$ cat src/rtl/disp_mux_bank_pkg.sv
// Shared types and helpers for the multiplexed 7-segment display bank.
// Segment patterns are active low, bit order {dp,g,f,e,d,c,b,a}.
package disp_pkg;

   typedef logic [7:0] seg_t;

   localparam seg_t SEG_BLANK = 8'hFF;

   // Hex nibble to active-low segment pattern with the decimal point off.
   function automatic seg_t hex_to_seg(input logic [3:0] hex);
      seg_t seg;
      case (hex)
         4'h0:    seg = 8'hC0;
         4'h1:    seg = 8'hF9;
         4'h2:    seg = 8'hA4;
         4'h3:    seg = 8'hB0;
         4'h4:    seg = 8'h99;
         4'h5:    seg = 8'h92;
         4'h6:    seg = 8'h82;
         4'h7:    seg = 8'hF8;
         4'h8:    seg = 8'h80;
         4'h9:    seg = 8'h90;
         4'hA:    seg = 8'h88;
         4'hB:    seg = 8'h83;
         4'hC:    seg = 8'hC6;
         4'hD:    seg = 8'hA1;
         4'hE:    seg = 8'h86;
         default: seg = 8'h8E;
      endcase
      return seg;
   endfunction

endpackage

$ cat src/rtl/disp_mux_bank_if.sv
// Control and pin bundle of disp_mux_bank. blink_mask exists only when
// DISP_BLINK_EN is defined.
interface disp_mux_bank_if #(
   parameter int unsigned N_DIG = 4,
   parameter int unsigned BR_W  = 4
) ();
   import disp_pkg::*;

   logic [N_DIG-1:0] ld;
   seg_t             din;
   logic [BR_W-1:0]  bright;
   logic             blank;
`ifdef DISP_BLINK_EN
   logic [N_DIG-1:0] blink_mask;
`endif
   logic [N_DIG-1:0] an;
   seg_t             sseg;

`ifdef DISP_BLINK_EN
   modport master (output ld, din, bright, blank, blink_mask, input an, sseg);
   modport slave  (input ld, din, bright, blank, blink_mask, output an, sseg);
`else
   modport master (output ld, din, bright, blank, input an, sseg);
   modport slave  (input ld, din, bright, blank, output an, sseg);
`endif

endinterface

$ cat src/rtl/disp_mux_bank_scan_timer.sv
// Slot counter and digit index for the display scan, with one-cycle pulses
// marking the last cycle of each slot and of each full frame.
module disp_scan_timer #(
   parameter int unsigned SCAN_W = 18,
   parameter int unsigned N_DIG  = 4,
   localparam int unsigned IDX_W = (N_DIG > 1) ? $clog2(N_DIG) : 1
) (
   input  logic              clk,
   input  logic              reset_n,
   output logic [SCAN_W-1:0] cnt,
   output logic [IDX_W-1:0]  idx,
   output logic              slot_wrap,
   output logic              frame_wrap
);

   assign slot_wrap  = (cnt == '1);
   assign frame_wrap = slot_wrap && (idx == IDX_W'(N_DIG - 1));

   always_ff @(posedge clk or negedge reset_n) begin
      if (!reset_n) begin
         cnt <= '0;
         idx <= '0;
      end else begin
         cnt <= cnt + SCAN_W'(1);
         if (slot_wrap) begin
            idx <= frame_wrap ? '0 : idx + IDX_W'(1);
         end
      end
   end

endmodule

$ cat src/rtl/disp_mux_bank.sv
// N-digit time-multiplexed 7-segment driver with per-digit pattern bank,
// brightness PWM and blanking. Define DISP_BLINK_EN for per-digit blinking.
module disp_mux_bank
   import disp_pkg::*;
#(
   parameter int unsigned N_DIG   = 4,
   parameter int unsigned SCAN_W  = 18,
   parameter int unsigned BR_W    = 4,
   parameter int unsigned BLINK_W = 6
) (
   input  logic            clk,
   input  logic            reset_n,
   disp_mux_bank_if.slave  bus
);

   localparam int unsigned IDX_W = (N_DIG > 1) ? $clog2(N_DIG) : 1;

   if (N_DIG < 2 || N_DIG > 8 || BR_W > SCAN_W || BR_W == 0 || BLINK_W == 0) begin : g_bad_cfg
      $error("disp_mux_bank: unsupported parameter combination");
   end

   logic [SCAN_W-1:0] cnt;
   logic [IDX_W-1:0]  idx;
   logic              slot_wrap;
   logic              frame_wrap;
   logic              on;
   logic              blink_off;
   logic [N_DIG-1:0]  an_sel;
   logic              unused_ok;
   seg_t              d_reg [N_DIG];

   disp_scan_timer #(
      .SCAN_W (SCAN_W),
      .N_DIG  (N_DIG)
   ) u_scan (
      .clk        (clk),
      .reset_n    (reset_n),
      .cnt        (cnt),
      .idx        (idx),
      .slot_wrap  (slot_wrap),
      .frame_wrap (frame_wrap)
   );

`ifdef DISP_BLINK_EN
   logic [BLINK_W-1:0] frame_cnt;

   always_ff @(posedge clk or negedge reset_n) begin
      if (!reset_n) begin
         frame_cnt <= '0;
      end else if (frame_wrap) begin
         frame_cnt <= frame_cnt + BLINK_W'(1);
      end
   end

   // Upper half of every blink period darkens the masked digits.
   assign blink_off = bus.blink_mask[idx] & frame_cnt[BLINK_W-1];
   assign unused_ok = ^{slot_wrap, cnt};
`else
   assign blink_off = 1'b0;
   assign unused_ok = ^{slot_wrap, frame_wrap, cnt};
`endif

   always_ff @(posedge clk or negedge reset_n) begin
      if (!reset_n) begin
         for (int unsigned i = 0; i < N_DIG; i++) begin
            d_reg[i] <= SEG_BLANK;
         end
      end else begin
         for (int unsigned i = 0; i < N_DIG; i++) begin
            if (bus.ld[i]) begin
               d_reg[i] <= bus.din;
            end
         end
      end
   end

   // All-ones brightness bypasses the compare so the digit is lit the whole slot.
   assign on     = (bus.bright == '1) || (cnt[SCAN_W-1 -: BR_W] < bus.bright);
   assign an_sel = ~(N_DIG'(1) << idx);

   always_ff @(posedge clk or negedge reset_n) begin
      if (!reset_n) begin
         bus.an   <= '1;
         bus.sseg <= SEG_BLANK;
      end else begin
         bus.sseg <= d_reg[idx];
         bus.an   <= (on && !bus.blank && !blink_off) ? an_sel : '1;
      end
   end

endmodule
$ cat src/flat_wrapper.sv
// flat-port wrapper written by rule: the top's interface ports become plain ports
module disp_mux_bank_flat import disp_pkg::*;
#(
   parameter int unsigned N_DIG   = 4,
   parameter int unsigned SCAN_W  = 18,
   parameter int unsigned BR_W    = 4,
   parameter int unsigned BLINK_W = 6
)
  (clk, reset_n, bus_ld, bus_din, bus_bright, bus_blank, bus_an, bus_sseg);
  disp_mux_bank_if #(.N_DIG(N_DIG), .BR_W(BR_W)) bus_i ();
  input  logic clk;
  input  logic reset_n;
  input wire logic [$bits(bus_i.ld)-1:0] bus_ld;
  input wire logic [$bits(bus_i.din)-1:0] bus_din;
  input wire logic [$bits(bus_i.bright)-1:0] bus_bright;
  input wire logic [$bits(bus_i.blank)-1:0] bus_blank;
  output wire logic [$bits(bus_i.an)-1:0] bus_an;
  output wire logic [$bits(bus_i.sseg)-1:0] bus_sseg;
  assign bus_i.ld = bus_ld;
  assign bus_i.din = bus_din;
  assign bus_i.bright = bus_bright;
  assign bus_i.blank = bus_blank;
  assign bus_an = bus_i.an;
  assign bus_sseg = bus_i.sseg;
  disp_mux_bank #(.N_DIG(N_DIG), .SCAN_W(SCAN_W), .BR_W(BR_W), .BLINK_W(BLINK_W)) u_core (.clk(clk), .reset_n(reset_n), .bus(bus_i));
endmodule
$ cat config.mk
export PLATFORM = sky130hd
export DESIGN_NAME = disp_mux_bank_flat
export DESIGN_NICKNAME = d
export VERILOG_FILES = /design/src/rtl/disp_mux_bank_pkg.sv /design/src/rtl/disp_mux_bank_if.sv /design/src/rtl/disp_mux_bank_scan_timer.sv /design/src/rtl/disp_mux_bank.sv /design/src/flat_wrapper.sv
export SDC_FILE = /design/constraint.sdc
export NUM_CORES = 1
export LEC_CHECK = 0
export CORE_ASPECT_RATIO = 0.7
export CORE_MARGIN = 1.5
export CORE_UTILIZATION = 40
export DETAILED_ROUTE_END_ITERATION = 10
export PLACE_DENSITY = 0.59
export SYNTH_ARGS = -nofsm -noshare
export SYNTH_HDL_FRONTEND = slang
export SYNTH_SLANG_ARGS = --single-unit
$ cat constraint.sdc
create_clock -name clk -period 4.25 [get_ports clk]
set_input_delay 0.85 -clock clk [delete_from_list [all_inputs] [get_ports clk]]
set_output_delay 0.85 -clock clk [all_outputs]
set_load 0.005 [all_outputs]
==> flow_summary.ini <==
[outcome]
outcome = finished, final reports clean

[clock_network]
tritoncts = yes
cts_sinks = 64
root_buffer = clkbuf_8
post_cts_buffers = 0
cts_hold_buf = 0
h-tree-depth = 3
cts_buffers = 9
cts_resized = 0
cts.reportedPaths.clkPinSlew_ns = 0.06
clockBufferDepth = 2
clk_latency_ns = 0.33

[cells_and_area]
fillers = 598
largest_reg_flops = 32
area_delta_synth_final_pct = 22.8
nets = 251
final_common_cell = dfstp_2
n_antenna_cell = 0
layout-drive-gt1-share = 0.450
multi_input_comb_area_um2 = 1030
seq_area_um2 = 1660
layout_common_cells = 44 x dfstp_2, 32 x mux2_2, 29 x clkdlybuf4s50_1

[yosys]
avgSynthCellArea_um2 = 14.6
ys_seq_elements = 64
synth_largest_area_cell = dfstp_2
yosysUniqueCellTypes = 25
synth_area_leaders = dfstp_2 42%, dfrtp_1 18%, mux2_2 13%
syn_area_um2 = 2750
synth-seq-area-share = 0.603
syn_inst = 188
synth_top_area_frac = 0.421
ys_warn_count = 0
syn_nets = 215

[timing]
fmax_mhz = 453
min_period_over_period = 0.519
rsz0062_at_grt = no
period_needed_ns = 2.21
finClkSkew_ns = 0.00701
tns_ns = 0
drv_slew = 0
hold_viol_final = 0
fin_hold_ws_ns = 0.467
setup_violations = 0
worst_slew_pin_slew_ns = 0.915
relSlewSlack = 0.390

[global_routing]
grt_pass1_vias = 1570
grtUsageTotal = 0.145
grt_max_degree = 43
antenna_found_initial = 0
grt_remaining_overflow = 0
grt_first_pass_wirelength_um = 7820

[power_and_ir_drop]
cellPowerDensity_nw_per_um2 = 413
irDropWorstVdd_uv = 210
p_leak_nw = 1.41

[setup_path]
path_cells = clkdlybuf4s50_1
r2r_setup_slack_ns = 2.43
end_kind = primary output
crit_path_start = u_core.bus.sseg[4]
worstSetupPathType = reg2out
required_ns = 3.40
slowest_stage = dfstp_2
endpoint = bus_sseg[4]
critPathMaxStageDelay_ns = 0.54
worstReg2RegStart = u_core.u_scan.cnt[0]
crit_arrival_ns = 1.36
path_buf_inv = 1
cp.depth = 1
startpoint_type = flop
r2r_cells = 5
critPathMaxFanout = 1
cp_top_family = flip-flops
r2r_end = u_core.u_scan.idx[1]

[detailed_routing]
wl_per_cell_um = 14.1
first_pass_iters = 4
viasPerCell = 4.68
ant_nets = 0
finalWirelength_um = 4560
num_vias = 1512
drc_errors = 0
drtIter0Drc = 78

[min_path]
holdPathStages = 1
min_path_type = reg2reg

[floorplan]
fp.dieH_um = 72.4
start_util = 0.411
ios = 31
die_area_um2 = 7390
fp.dieW_um = 102
core_area_um2 = 6690
rows = 25

[placement]
port-buffer-count = 30
place_congestion = 0.700
hpwl_um = 3020

[job]
maxCapViolCount = 0
-- power breakdown --
| group | internal (mW) | switching, mW |
|---|---|---|
| Sequential | 0.677 | 0.0164 |
| Combinational | 0.0663 | 0.0405 |
| Clock | 0.364 | 0.228 |
| Total | 1.11 | 0.285 |
-- layout make-up --
class                      count  area share
inverter                       9      0.0100
sequential                    64       0.491
clock buffer                  11      0.0452
clock inverter                 5      0.0226
timing repair buffer          31      0.0897
multi-input combinational    109       0.307
tap                           94      0.0349
-- worst min-delay path by stage --
| stage | to | slack, ns | from |
|---|---|---|---|
| after floorplan | u_core.u_scan.cnt[12] | 0.43 | u_core.u_scan.cnt[12] |
| after global placement | u_core.u_scan.cnt[12] | 0.45 | u_core.u_scan.cnt[12] |
| after detailed placement | u_core.u_scan.cnt[12] | 0.46 | u_core.u_scan.cnt[12] |
| after CTS | u_core.u_scan.cnt[12] | 0.47 | u_core.u_scan.cnt[12] |
| after global routing | u_core.u_scan.cnt[7] | 0.50 | u_core.u_scan.cnt[7] |
| final | u_core.u_scan.cnt[12] | 0.47 | u_core.u_scan.cnt[12] |
-- metal layers --
layer  up-vias  GRT usage  share of wire  routed length (µm)
met5         -          0              0                   0
met4         0     0.0502         0.0050                  23
met1       766      0.192           0.49                2220
met3         2     0.0617          0.043                 194
li1        721          -              -                   -
met2        23      0.216           0.46                2120
-- synthesized netlist by cell type (all sizes together) --
cell / instances
dfstp: 44
mux2: 34
dfrtp: 20
inv: 9
nor2: 9
ha: 8
mux4: 8
xnor2: 8
xor2: 8
nand2: 7
clkbuf: 5
nand3: 5
nand4: 4
nor2b: 4
o21ai: 4
nor3: 3
a21oi: 2
and3: 1
and4: 1
buf: 1
nand2b: 1
o21a: 1
or3: 1
-- stage by stage --
stage	power [mW]	utilization	area [µm²]	cells	setup WS, ns
3_3_place_gp	0.810	0.470	3150	307	2.10
4_1_cts	1.41	0.504	3370	323	2.01
3_5_place_dp	0.812	0.470	3150	307	2.07
2_1_floorplan	0.751	-	2750	188	2.56
6_report	1.39	0.504	3370	323	2.04
5_1_grt	1.45	0.504	3370	323	1.99
-- cells by family (layout without fill, tap and decap cells) --
group                      Yosys count  after routing  synth area share
DFF                                 64             64             0.603
muxes                               42             42             0.205
xor gates and xnor gates            16             16            0.0510
buffers and inverters               15             56            0.0209
and+or+nand+nor                     36             36            0.0706
AOI/OAI and AO/OA                    7              7            0.0137
adders and majority gates            8              8            0.0364
Note: power is estimated with default switching activity, not from simulation.
